`src/rtl/spi_pkg.sv`:
```
// Shared SPI definitions.
//   SPI_WORD_W  : bits per SPI word
//   SPI_STATE_W : state encoding width shared with the SPI master FSM
//   rx_state_e  : receiver FSM states (IDLE while cs high, SHIFT while cs low)
package spi_pkg;

  localparam int SPI_WORD_W  = 16;
  localparam int SPI_STATE_W = 2;

  typedef enum logic [SPI_STATE_W-1:0] {
    IDLE  = 2'd0,
    SHIFT = 2'd1
  } rx_state_e;

endpackage

```
`src/rtl/spi_slave_rx_if.sv`:
```
// Bundle of the SPI receive-side signals.
//   spi_cs / spi_sclk / spi_data : serial lines from the SPI master
//   rx_data / rx_valid / rx_ready : one-deep word output handshake
//   overrun / frame_err           : single-cycle error pulses
//   bit_cnt                       : bits captured in the current word
// Modport master: the side driving the serial lines and rx_ready.
// Modport slave : the receiver itself.
interface spi_slave_rx_if
  import spi_pkg::*;
#(
  parameter int DATA_WIDTH = SPI_WORD_W
);

  localparam int CNT_W = $clog2(DATA_WIDTH + 1);

  logic                  spi_cs;
  logic                  spi_sclk;
  logic                  spi_data;
  logic [DATA_WIDTH-1:0] rx_data;
  logic                  rx_valid;
  logic                  rx_ready;
  logic                  overrun;
  logic                  frame_err;
  logic [CNT_W-1:0]      bit_cnt;

  modport master (
    output spi_cs, spi_sclk, spi_data, rx_ready,
    input  rx_data, rx_valid, overrun, frame_err, bit_cnt
  );

  modport slave (
    input  spi_cs, spi_sclk, spi_data, rx_ready,
    output rx_data, rx_valid, overrun, frame_err, bit_cnt
  );

endinterface

```
`src/rtl/spi_sync_edge.sv`:
```
// Multi-flop synchroniser with one extra history flop for edge detection.
//   clk, rst : system clock, asynchronous active-high reset
//   d_i      : asynchronous input
//   sync_o   : synchronised level (last chain stage)
//   rise_o   : last stage is 1, history flop is 0
//   fall_o   : last stage is 0, history flop is 1
// RST_VAL sets the idle level so that no spurious edge appears after reset.
module spi_sync_edge #(
  parameter int   STAGES  = 2,
  parameter logic RST_VAL = 1'b0
) (
  input  logic clk,
  input  logic rst,
  input  logic d_i,
  output logic sync_o,
  output logic rise_o,
  output logic fall_o
);

  logic [STAGES-1:0] chain_q;
  logic              hist_q;

  // Synchroniser chain and history flop.
  always_ff @(posedge clk or posedge rst) begin
    if (rst) begin
      chain_q <= {STAGES{RST_VAL}};
      hist_q  <= RST_VAL;
    end else begin
      chain_q[0] <= d_i;
      for (int i = 1; i < STAGES; i++) begin
        chain_q[i] <= chain_q[i-1];
      end
      hist_q <= chain_q[STAGES-1];
    end
  end

  assign sync_o = chain_q[STAGES-1];
  assign rise_o = chain_q[STAGES-1] & ~hist_q;
  assign fall_o = ~chain_q[STAGES-1] & hist_q;

endmodule

```
`src/rtl/spi_slave_rx.sv`:
```
// SPI receive deserialiser.
//   clk, rst : system clock, asynchronous active-high reset
//   bus      : spi_slave_rx_if.slave
//              in : spi_cs (active low), spi_sclk, spi_data (MSB first), rx_ready
//              out: rx_data, rx_valid, overrun, frame_err, bit_cnt (all registered)
// cs, sclk and data are synchronised through identical chains so they stay
// aligned; bits are captured on synchronised sclk rises while in SHIFT and a
// completed word is offered on a one-deep valid/ready buffer.
module spi_slave_rx
  import spi_pkg::*;
#(
  parameter int DATA_WIDTH  = SPI_WORD_W,
  parameter int SYNC_STAGES = 2
) (
  input logic           clk,
  input logic           rst,
  spi_slave_rx_if.slave bus
);

  localparam int               CNT_W    = $clog2(DATA_WIDTH + 1);
  localparam logic [CNT_W-1:0] LAST_BIT = CNT_W'(DATA_WIDTH - 1);

  logic cs_sync, cs_rise, cs_fall;
  logic sclk_rise;
  logic data_sync;
  logic sclk_sync_unused, sclk_fall_unused, data_rise_unused, data_fall_unused;

  spi_sync_edge #(.STAGES(SYNC_STAGES), .RST_VAL(1'b1)) u_sync_cs (
    .clk    (clk),
    .rst    (rst),
    .d_i    (bus.spi_cs),
    .sync_o (cs_sync),
    .rise_o (cs_rise),
    .fall_o (cs_fall)
  );

  spi_sync_edge #(.STAGES(SYNC_STAGES), .RST_VAL(1'b0)) u_sync_sclk (
    .clk    (clk),
    .rst    (rst),
    .d_i    (bus.spi_sclk),
    .sync_o (sclk_sync_unused),
    .rise_o (sclk_rise),
    .fall_o (sclk_fall_unused)
  );

  spi_sync_edge #(.STAGES(SYNC_STAGES), .RST_VAL(1'b0)) u_sync_data (
    .clk    (clk),
    .rst    (rst),
    .d_i    (bus.spi_data),
    .sync_o (data_sync),
    .rise_o (data_rise_unused),
    .fall_o (data_fall_unused)
  );

  rx_state_e             state_q, state_d;
  logic [DATA_WIDTH-1:0] shift_q, shift_d;
  logic [CNT_W-1:0]      bit_cnt_q, bit_cnt_d;
  logic [DATA_WIDTH-1:0] rx_data_q, rx_data_d;
  logic                  rx_valid_q, rx_valid_d;
  logic                  overrun_q, overrun_d;
  logic                  frame_err_q, frame_err_d;

  logic                  in_shift;
  logic                  capture;
  logic                  word_done;
  logic [DATA_WIDTH-1:0] next_word;

  // A cs rise in the same synced cycle as an sclk rise ends the frame, so
  // that bit is deliberately not captured.
  assign in_shift  = (state_q == SHIFT);
  assign capture   = in_shift & sclk_rise & ~cs_rise & ~cs_sync;
  assign word_done = capture & (bit_cnt_q == LAST_BIT);
  assign next_word = {shift_q[DATA_WIDTH-2:0], data_sync};

  // FSM next state: enter SHIFT on cs fall, leave on cs rise.
  always_comb begin
    state_d = state_q;
    case (state_q)
      IDLE: begin
        if (cs_fall) state_d = SHIFT;
        else         state_d = IDLE;
      end
      SHIFT: begin
        if (cs_rise) state_d = IDLE;
        else         state_d = SHIFT;
      end
      default: state_d = IDLE;
    endcase
  end

  // Shift register, bit counter, output buffer and error pulses next state.
  always_comb begin
    shift_d     = shift_q;
    bit_cnt_d   = bit_cnt_q;
    rx_data_d   = rx_data_q;
    rx_valid_d  = rx_valid_q;
    overrun_d   = 1'b0;
    frame_err_d = 1'b0;

    if (!in_shift || cs_rise) begin
      // Outside a frame (or leaving it) the partial word is discarded.
      shift_d     = {DATA_WIDTH{1'b0}};
      bit_cnt_d   = CNT_W'(0);
      frame_err_d = in_shift & cs_rise & (bit_cnt_q != CNT_W'(0));
    end else if (capture) begin
      shift_d = next_word;
      if (word_done) bit_cnt_d = CNT_W'(0);
      else           bit_cnt_d = bit_cnt_q + CNT_W'(1);
    end else begin
      shift_d   = shift_q;
      bit_cnt_d = bit_cnt_q;
    end

    // A word completing while the buffer is being popped refills it directly.
    if (word_done) begin
      if (!rx_valid_q || bus.rx_ready) begin
        rx_data_d  = next_word;
        rx_valid_d = 1'b1;
      end else begin
        overrun_d = 1'b1;
      end
    end else if (rx_valid_q && bus.rx_ready) begin
      rx_valid_d = 1'b0;
    end else begin
      rx_valid_d = rx_valid_q;
    end
  end

  // State and datapath registers.
  always_ff @(posedge clk or posedge rst) begin
    if (rst) begin
      state_q     <= IDLE;
      shift_q     <= {DATA_WIDTH{1'b0}};
      bit_cnt_q   <= CNT_W'(0);
      rx_data_q   <= {DATA_WIDTH{1'b0}};
      rx_valid_q  <= 1'b0;
      overrun_q   <= 1'b0;
      frame_err_q <= 1'b0;
    end else begin
      state_q     <= state_d;
      shift_q     <= shift_d;
      bit_cnt_q   <= bit_cnt_d;
      rx_data_q   <= rx_data_d;
      rx_valid_q  <= rx_valid_d;
      overrun_q   <= overrun_d;
      frame_err_q <= frame_err_d;
    end
  end

  assign bus.rx_data   = rx_data_q;
  assign bus.rx_valid  = rx_valid_q;
  assign bus.overrun   = overrun_q;
  assign bus.frame_err = frame_err_q;
  assign bus.bit_cnt   = bit_cnt_q;

endmodule

```
`src/flat_wrapper.sv`:
```
// flat-port wrapper written by rule: the top's interface ports become plain ports
module spi_slave_rx_flat import spi_pkg::*;
#(
  parameter int DATA_WIDTH  = SPI_WORD_W,
  parameter int SYNC_STAGES = 2
)
  (clk, rst, bus_spi_cs, bus_spi_sclk, bus_spi_data, bus_rx_ready, bus_rx_data, bus_rx_valid, bus_overrun, bus_frame_err, bus_bit_cnt);
  spi_slave_rx_if #(.DATA_WIDTH(DATA_WIDTH)) bus_i ();
  input logic clk;
  input logic rst;
  input wire logic [$bits(bus_i.spi_cs)-1:0] bus_spi_cs;
  input wire logic [$bits(bus_i.spi_sclk)-1:0] bus_spi_sclk;
  input wire logic [$bits(bus_i.spi_data)-1:0] bus_spi_data;
  input wire logic [$bits(bus_i.rx_ready)-1:0] bus_rx_ready;
  output wire logic [$bits(bus_i.rx_data)-1:0] bus_rx_data;
  output wire logic [$bits(bus_i.rx_valid)-1:0] bus_rx_valid;
  output wire logic [$bits(bus_i.overrun)-1:0] bus_overrun;
  output wire logic [$bits(bus_i.frame_err)-1:0] bus_frame_err;
  output wire logic [$bits(bus_i.bit_cnt)-1:0] bus_bit_cnt;
  assign bus_i.spi_cs = bus_spi_cs;
  assign bus_i.spi_sclk = bus_spi_sclk;
  assign bus_i.spi_data = bus_spi_data;
  assign bus_i.rx_ready = bus_rx_ready;
  assign bus_rx_data = bus_i.rx_data;
  assign bus_rx_valid = bus_i.rx_valid;
  assign bus_overrun = bus_i.overrun;
  assign bus_frame_err = bus_i.frame_err;
  assign bus_bit_cnt = bus_i.bit_cnt;
  spi_slave_rx #(.DATA_WIDTH(DATA_WIDTH), .SYNC_STAGES(SYNC_STAGES)) u_core (.clk(clk), .rst(rst), .bus(bus_i));
endmodule
```
`config.mk`:
```
export PLATFORM = sky130hd
export DESIGN_NAME = spi_slave_rx_flat
export DESIGN_NICKNAME = d
export VERILOG_FILES = /design/src/rtl/spi_pkg.sv /design/src/rtl/spi_slave_rx_if.sv /design/src/rtl/spi_sync_edge.sv /design/src/rtl/spi_slave_rx.sv /design/src/flat_wrapper.sv
export SDC_FILE = /design/constraint.sdc
export NUM_CORES = 1
export LEC_CHECK = 0
export BUFFER_PORTS_ARGS = -buffer_cell sky130_fd_sc_hd__clkbuf_2
export CAP_MARGIN = 40
export CORE_MARGIN = 3
export CORE_UTILIZATION = 58
export DETAILED_ROUTE_END_ITERATION = 16
export PLACE_DENSITY_LB_ADDON = 0.08
export SYNTH_ARGS = -nofsm -noshare
export SYNTH_HDL_FRONTEND = slang
export SYNTH_SLANG_ARGS = --single-unit
```
`constraint.sdc`:
```
create_clock -name clk -period 4.8 [get_ports clk]
set_input_delay 0.96 -clock clk [delete_from_list [all_inputs] [get_ports clk]]
set_output_delay 0.96 -clock clk [all_outputs]
set_load 0.02 [all_outputs]
```
# Word level (Yosys, flattened, before mapping)

Cells that the tools add are included.

Input bits: 6
Logic and storage cells: 54
Bits in registers: 49

Multiplexer cells: 14
Equal/unequal tests: 3
Reduce and logical (&&, ||, !) cells: 11
Add/subtract/negate cells: 1
Bitwise logic cells: 13

Operator list:

| cell                  | number |
|---|---|
| $mux W15              | 2 |
| $mux W5               | 3 |
| $and A1 B1 Y1         | 9 |
| $mux W1               | 8 |
| $add A5 B1 Y5 const B | 1 |
| $eq A5 B4 Y1 const B  | 1 |
| $reduce_bool A5 Y1    | 1 |
| $not A1 Y1            | 4 |
| $pmux W2 S2           | 1 |
| $reduce_and A2 Y1     | 2 |
| $reduce_bool A2 Y1    | 2 |
| $eq A2 B1 Y1 const B  | 1 |
| $logic_not A1 Y1      | 2 |
| $logic_not A2 Y1      | 1 |
| $logic_or A1 B1 Y1    | 2 |
| $ne A2 B2 Y1 const B  | 1 |
| $logic_and A1 B1 Y1   | 1 |

# Logic depth before layout (Yosys ltp)

Gate-level depths: netlist of run 1.

Depth after elaboration: 9
Mapped depth: 6
Mapped depth without buffers: 5

# Hierarchy

From an unflattened synthesis of run 1, not the netlist that was laid out.

Cells, all modules: 129
Area, all modules: 1878.1 sq um

By module, submodules not included:

| module                                 | area an instance (sq um) | cells each | times used |
|---|---|---|---|
| spi_slave_rx                           | 1592.8                   | 111        | 1 |
| spi_sync_edge (u_core.u_sync_data ...) | 93.8                     | 6          | 2 |
| spi_sync_edge (u_core.u_sync_cs)       | 97.6                     | 6          | 1 |

# Worst setup path before layout of run 1

Ideal clock, no wire load.

Kind: input-to-reg
From: input port bus_rx_ready
To: register u_core.rx_data_q[0] (netlist: u_core.bus.rx_data[0])
Cell stages on the path: 5
Buffers on the path: 2
Arrival: 1814 ps
Required time: 4675 ps
Slack: 2861 ps
Setup time: 125 ps
Path through: nand2b_1 -> and3_4 -> buf_8 -> buf_12 -> mux2_4

Longest elaborated chain between the ends: 2

Ends and longest elaborated chain:

| element                            | RTL line            | RTL |
|---|---|---|
| from (decl)                        | flat_wrapper.sv:14  | `input wire logic [$bits(bus_i.rx_ready)-1:0] bus_rx_ready;` |
| $logic_or A1 B1 Y1                 | spi_slave_rx.sv:116 | `if (!rx_valid_q \|\| bus.rx_ready) begin` |
| $reduce_and A2 Y1 (no source line) | --                  |  |
| to (signal assigned)               | spi_slave_rx.sv:135 | `rx_data_q <= {DATA_WIDTH{1'b0}};` |
| to (signal assigned)               | spi_slave_rx.sv:143 | `rx_data_q <= rx_data_d;` |
| to (decl)                          | spi_slave_rx.sv:58  | `logic [DATA_WIDTH-1:0] rx_data_q, rx_data_d;` |

No other way between the ends.
A chain may end at the register's enable or synchronous reset.

# Final worst setup path of run 1

From: register u_core.u_sync_sclk.hist_q
To: register u_core.rx_data_q[7] (netlist: u_core.bus.rx_data[7])

Longest elaborated chain between the ends: 7

Ends and longest elaborated chain:

| element                            | RTL line            | RTL |
|---|---|---|
| from (decl)                        | spi_sync_edge.sv:21 | `logic hist_q;` |
| from (signal assigned)             | spi_sync_edge.sv:33 | `hist_q <= chain_q[STAGES-1];` |
| $not A1 Y1                         | spi_sync_edge.sv:38 | `assign rise_o = chain_q[STAGES-1] & ~hist_q;` |
| $and A1 B1 Y1                      | spi_sync_edge.sv:38 |  |
| $and A1 B1 Y1 (3 in series)        | spi_slave_rx.sv:71  | `assign capture = in_shift & sclk_rise & ~cs_rise & ~cs_sync;` |
| $and A1 B1 Y1                      | spi_slave_rx.sv:72  | `assign word_done = capture & (bit_cnt_q == LAST_BIT);` |
| $reduce_and A2 Y1 (no source line) | --                  |  |

No other way between the ends.

==> flow_summary.toml, run 1 <==
[run_status]
status = "complete, no violations"

[hold_path]
holdPathEnd = "u_core.u_sync_cs.chain_q[1]"
min_path_cells = 0
hp-start = "u_core.u_sync_cs.chain_q[0]"
hp-class = "flop to flop"

[clock_network]
path_clk_slew_ps = 120
cts_setup_buffers = 0
clk_latency_ps = 370
clockRootBuffer = "clkbuf_4"
cts_max_path_buffers = 2
cts_tree = "done"
ctsHoldBuffers = 0
numCtsBuffers = 5
htree_levels = 2
cts.repair.resized = 0
cts.sinks = 48

[cells_and_area]
nets = 157
antennaDiodeCount = 0
multi_input_area_um2 = 562
finalInstanceArea_um2 = 2060
syn_to_final_growth_pct = 11.9
drive_gt1_share_pct = 40.7
seqCellArea_um2 = 1200
n_fill_cell = 217

[power_and_ir_drop]
leakage_uw = 0.00106
ir_drop_mv = 0.271
power.density_nw_per_um2 = 305

[timing]
relSlewSlack_pct = 54.3
layout_setup_ws_ps = 2700
fin_worst_skew_ps = 19.5
grt_setup_unrepaired = "false"
worst_slew_pin_slew_ps = 685
finalSetupViolations = 0
timing.setup.tns_ps = 0
final_hold_viol_count = 0
fin_crit_ps = 2100
fmax_mhz = 477
finalMaxSlewViolations = 0
fin_crit_sh_pct = 43.7

[yosys]
synth_area_leaders = "dfrtp_1 61%, mux2_4 8.2%, a22o_1 7.6%, dfstp_2 4.3%, mux2_2 4.3%"
synth_top_cell_area_share_pct = 61.3
yosys-top-cells-count = "45 x dfrtp_1, 16 x a22o_1, 10 x mux2_4, 7 x mux2_2"
synth_edf_count = 0
syn-num-nets = 126
yosysSeqAreaShare_pct = 65.6
synth_warnings = 0
synth_area_um2 = 1840
yosys.area.top_type = "dfrtp_1"
synth_cell_types = 27
yosysMostFrequentCell = "dfrtp_1"
synth_seq_cells = 48
ys_async_sr_fraction_pct = 100
netlist_instances = 118
syn_area_per_cell_um2 = 15.6
dominantRegCellSynth = "dfrtp_1"

[drt]
wl_met3_um = 139
vias_per_cell = 5.37
dr.max_layer_used = "met4"
wl_per_cell_um = 15.2
wl_met2_mm = 1.31
dr.pass1.iters = 4
drc = 0
num_vias = 1031
finalWirelength_mm = 2.91
drtIter0Drc = 37
ant_nets = 0
met1_length_mm = 1.39

[placement]
pre_cts_ws_ps = 2690
gp_congestion = 0.801
place_hpwl_mm = 1.96
io_buffers = 29
dpl-instance-area_um2 = 2000

[setup_path]
critPathKind = "flop to flop"
crit_arrival_ps = 2350
worstPathBufferInverterCount = 0
crit_path_max_fanout = 22
endpoint_kind = "flop"
cpMaxStageDelayCell = "and4bb_1"
r2r_slack_ps = 2700
rr_startpoint = "u_core.u_sync_sclk.hist_q"
crit_required_ps = 5060
slowest_delay_ps = 720
start_kind = "flop"
crit_family = "simple AND/OR/NAND/NOR gates"
reg2reg_depth = 3
path_cells = "and4bb_1 > and3_4 > mux2_2"
rr_endpoint = "u_core.bus.rx_data[7]"

[grt]
overflow = 0
grt_pass1_wl_mm = 4.99
grt_max_degree = 34
grt_pass1_vias = 1013
grt_usage_pct = 16.9
antenna_found_initial = 0

[job]
cap_violations = 0

[die]
die_y_um = 62.3
fp-row-count = 19
core_um2 = 2880
dieArea_um2 = 3880
pin_count = 30
fp.dieW_um = 62.3
start_util_pct = 63.9
==> state kept, by name, indices dropped and copies added (netlist names) <==
name,cells
u_core.bus.bit_cnt,5
u_core.bus.frame_err,1
u_core.bus.overrun,1
u_core.bus.rx_data,16
u_core.bus.rx_valid,1
u_core.shift_q,15
u_core.state_q,1
u_core.u_sync_cs.chain_q,2
u_core.u_sync_cs.hist_q,1
u_core.u_sync_data.chain_q,2
u_core.u_sync_sclk.chain_q,2
u_core.u_sync_sclk.hist_q,1
==> power breakdown <==
group,internal (µW),total [µW],switching [µW]
Sequential,411,415,4.43
Clock,56.4,185,128
Combinational,8.80,27.5,18.7
==> through the flow <==
step                      instances  hold WS (ps)  total power [µW]  util, %
after floorplan                 118           331               442        -
after global placement          183           337               448     68.8
after detailed placement        184           345               451     69.5
after CTS                       192           371               634     71.5
after global routing            192           378               663     71.5
final                           192           369               628     71.5
==> how the worst max path moves through the flow <==
| stage | from | end | slack, ps | depth (start not counted) |
|---|---|---|---|---|
| finish | u_core.u_sync_sclk.hist_q | u_core.bus.rx_data[7] | 2700 | 3 |
| global route | u_core.state_q[0] | u_core.bus.rx_data[7] | 2540 | 3 |
| detailed placement | u_core.u_sync_sclk.hist_q | u_core.bus.rx_data[6] | 2690 | 3 |
| floorplan | rst | u_core.bus.bit_cnt[0] | 2700 | 1 |
| global placement | u_core.u_sync_sclk.hist_q | u_core.bus.rx_data[15] | 2730 | 3 |
| CTS | u_core.u_sync_sclk.hist_q | u_core.bus.rx_data[9] | 2680 | 3 |
==> kinds of logic (layout without fill, tap and decap cells) <==
kind of cell / after synthesis / in the layout / synth area share (%)
muxes: 18 / 18 / 13.0
and+or+nand+nor: 18 / 18 / 6.47
buffers and inverters: 10 / 42 / 3.81
DFF: 48 / 48 / 65.6
adders and majority gates: 2 / 2 / 1.36
AOI/OAI and AO/OA: 22 / 22 / 9.74
==> cells in the final DEF, fill, tap and decap left out, types with 2 or more instances in the layout <==
cell type and instances:
a22o_1 16, clkbuf_2 29, clkbuf_4 5, clkinv_2 2, dfrtp_1 45, dfstp_2 3
ha_1 2, inv_1 3, mux2_2 7, mux2_4 10, nand2_1 4, nand2b_1 2
nand3_1 2, nor2_1 2, o21ai_0 3
==> routing by layer <==
metal / vias to the layer above / global-route usage [%]
li1: 487 / -
met1: 505 / 23.2
met2: 32 / 24.2
met3: 7 / 4.50
met4: 0 / 9.92
met5: - / 0
==> layout make-up <==
| class | instances | area share [%] |
|---|---|---|
| flip-flops and latches | 48 | 58.6 |
| multi-input cells | 60 | 27.3 |
| repair buffers | 30 | 8.03 |
| well taps | 42 | 2.56 |
| clock buffers | 5 | 1.83 |
| clock inverters | 3 | 0.913 |
| inverters | 4 | 0.730 |
No activity file was read; power rests on OpenSTA's default activity.
==> inputs of run 2 (changes only) <==
--- a/config.mk
+++ b/config.mk
@@ -8,7 +8,7 @@
 export BUFFER_PORTS_ARGS = -buffer_cell sky130_fd_sc_hd__clkbuf_2
 export CAP_MARGIN = 40
 export CORE_MARGIN = 3
-export CORE_UTILIZATION = 58
+export CORE_UTILIZATION = 54
 export DETAILED_ROUTE_END_ITERATION = 16
 export PLACE_DENSITY_LB_ADDON = 0.08
 export SYNTH_ARGS = -nofsm -noshare
==> constraint.sdc (replaced) <==
create_clock -name clk -period 2 [get_ports clk]
set_input_delay 0.4 -clock clk [delete_from_list [all_inputs] [get_ports clk]]
set_output_delay 0.4 -clock clk [all_outputs]
set_load 0.02 [all_outputs]
==> run 2 against run 1 <==
  * Sequential share of layout area down 1.4 points
  * Core utilization down 4.6 points
  * Global-route usage down 0.60 points
  * Critical path depth up 1
  * Via count up 1.4%
  * Largest cell class unchanged
==> flow_summary.toml, run 2 (synthesized netlist as in run 1, its figures left out) <==
[run_status]
status = "complete, no violations"

[placement]
gp_congestion = 0.811
place_hpwl_mm = 1.99
io_buffers = 29

[setup_path]
cpMaxStageDelayCell = "dfrtp_1"
start_kind = "flop"
reg2reg_depth = 4
critPathKind = "flop to flop"
crit_arrival_ps = 2070
crit_required_ps = 2260
rr_startpoint = "u_core.bus.bit_cnt[1]"
slowest_delay_ps = 450
r2r_slack_ps = 190
crit_path_max_fanout = 16
path_cells = "ha_1 > and4b_4 > and3_4 > mux2_2"
endpoint_kind = "flop"
rr_endpoint = "u_core.bus.rx_data[15]"

[clock_network]
cts_setup_buffers = 0
cts_tree = "done"
cts_max_path_buffers = 2
clockRootBuffer = "clkbuf_4"
path_clk_slew_ps = 120
cts.sinks = 48
clk_latency_ps = 360
ctsHoldBuffers = 0
numCtsBuffers = 5
cts.repair.resized = 0
htree_levels = 2

[drt]
drtIter0Drc = 60
finalWirelength_mm = 2.90
vias_per_cell = 5.30
drc = 0
ant_nets = 0
num_vias = 1045
dr.pass1.iters = 6
wl_per_cell_um = 14.7

[power_and_ir_drop]
power.density_nw_per_um2 = 800
p_int_uw = 1340
ir_drop_mv = 0.636
pwr-share-seq_pct = 59.2
p_clk_share_pct = 36.7
leakage_uw = 0.00108
combinationalPowerShare_pct = 4.1
p_sw_uw = 343
p_sw_share_pct = 20.4

[timing]
timing.setup.tns_ps = 0
fin_worst_skew_ps = 4.90
grt_setup_unrepaired = "false"
worst_slew_pin_slew_ps = 634
finalSetupViolations = 0
fin_crit_ps = 1810
fin_crit_sh_pct = 90.7
finalMaxSlewViolations = 0
relSlewSlack_pct = 57.7
fmax_mhz = 551
final_hold_viol_count = 0

[grt]
antenna_found_initial = 0
grt_max_degree = 34
grt_pass1_vias = 1072
overflow = 0
grt_pass1_wl_mm = 5.07
grt_usage_pct = 16.3

[cells_and_area]
antennaDiodeCount = 0
post-route-util_pct = 66.8
largest_reg_flops = 16
nets = 160
final_cell_mix = "45 x dfrtp_1, 29 x clkbuf_2, 16 x a22o_1"
layout_commonest_cell = "dfrtp_1"
syn_to_final_growth_pct = 14.7
drive_gt1_share_pct = 41.8

[hold_path]
hp-class = "primary input to asynchronous set/reset pin"

[die]
pin_count = 30
start_util_pct = 58.3
die_y_um = 64.3
fp-row-count = 20
fp.dieW_um = 64.3
dieArea_um2 = 4140
core_um2 = 3150

[job]
cap_violations = 0
run 2: changes by cell type in the layout (fill, tap and decap cells not counted), sizes merged:
cell and change:
buf +3, clkinv -3, clkbuf +2, bufinv +1
run 2: final cells by class:
type	instances	area (µm²)
fill	246	1050
multi-input combinational	60	562
clock buffer	7	65.1
sequential	48	1200
timing repair buffer	33	175
inverter	4	15.0
clock inverter	1	30.0
tap	44	55.1
run 2: metal layers:
metal / GRT usage, % / wire, µm / share of wire, % / vias up
met5: 0 / 0 / 0 / -
met4: 5.54 / 39 / 1.3 / 0
met3: 6.33 / 160 / 5.5 / 6
met2: 24.7 / 1350 / 46 / 29
met1: 21.3 / 1360 / 47 / 513
li1: - / - / - / 497
run 2: power groups by stage:
stage	Combinational (µW)	Sequential (µW)	Clock [µW]
2_1_floorplan	46.1	1020	0
3_3_place_gp	69.4	1010	0
3_5_place_dp	71.6	1020	0
4_1_cts	71.4	997	637
5_1_grt	78.0	1000	683
6_report	68.9	997	619
run 2: worst max path at each step:
stage | from | to
2_1_floorplan | u_core.bus.bit_cnt[1] | u_core.bus.rx_data[0]
3_3_place_gp | u_core.bus.bit_cnt[1] | u_core.bus.rx_data[8]
3_5_place_dp | u_core.bus.bit_cnt[1] | u_core.bus.rx_data[5]
4_1_cts | u_core.bus.bit_cnt[1] | u_core.bus.rx_data[8]
5_1_grt | u_core.bus.bit_cnt[1] | u_core.bus.rx_data[15]
6_report | u_core.bus.bit_cnt[1] | u_core.bus.rx_data[15]
run 2: per-stage QoR:
step	hold WS, ps	setup WS [ps]	instance area [µm²]	std cells	power (µW)
2_1_floorplan	331	179	1840	118	1060
3_3_place_gp	332	260	2010	189	1080
3_5_place_dp	338	199	2010	189	1090
4_1_cts	89.6	179	2110	197	1700
5_1_grt	75.8	49.8	2110	197	1760
6_report	93.4	187	2110	197	1680
run 2: critical path, delay by kind of cell (launching register included):
kind | cells | cell delay (ps)
adders and majority gates | 1 | 250
DFF | 1 | 450
muxes | 1 | 370
and+or+nand+nor | 2 | 630
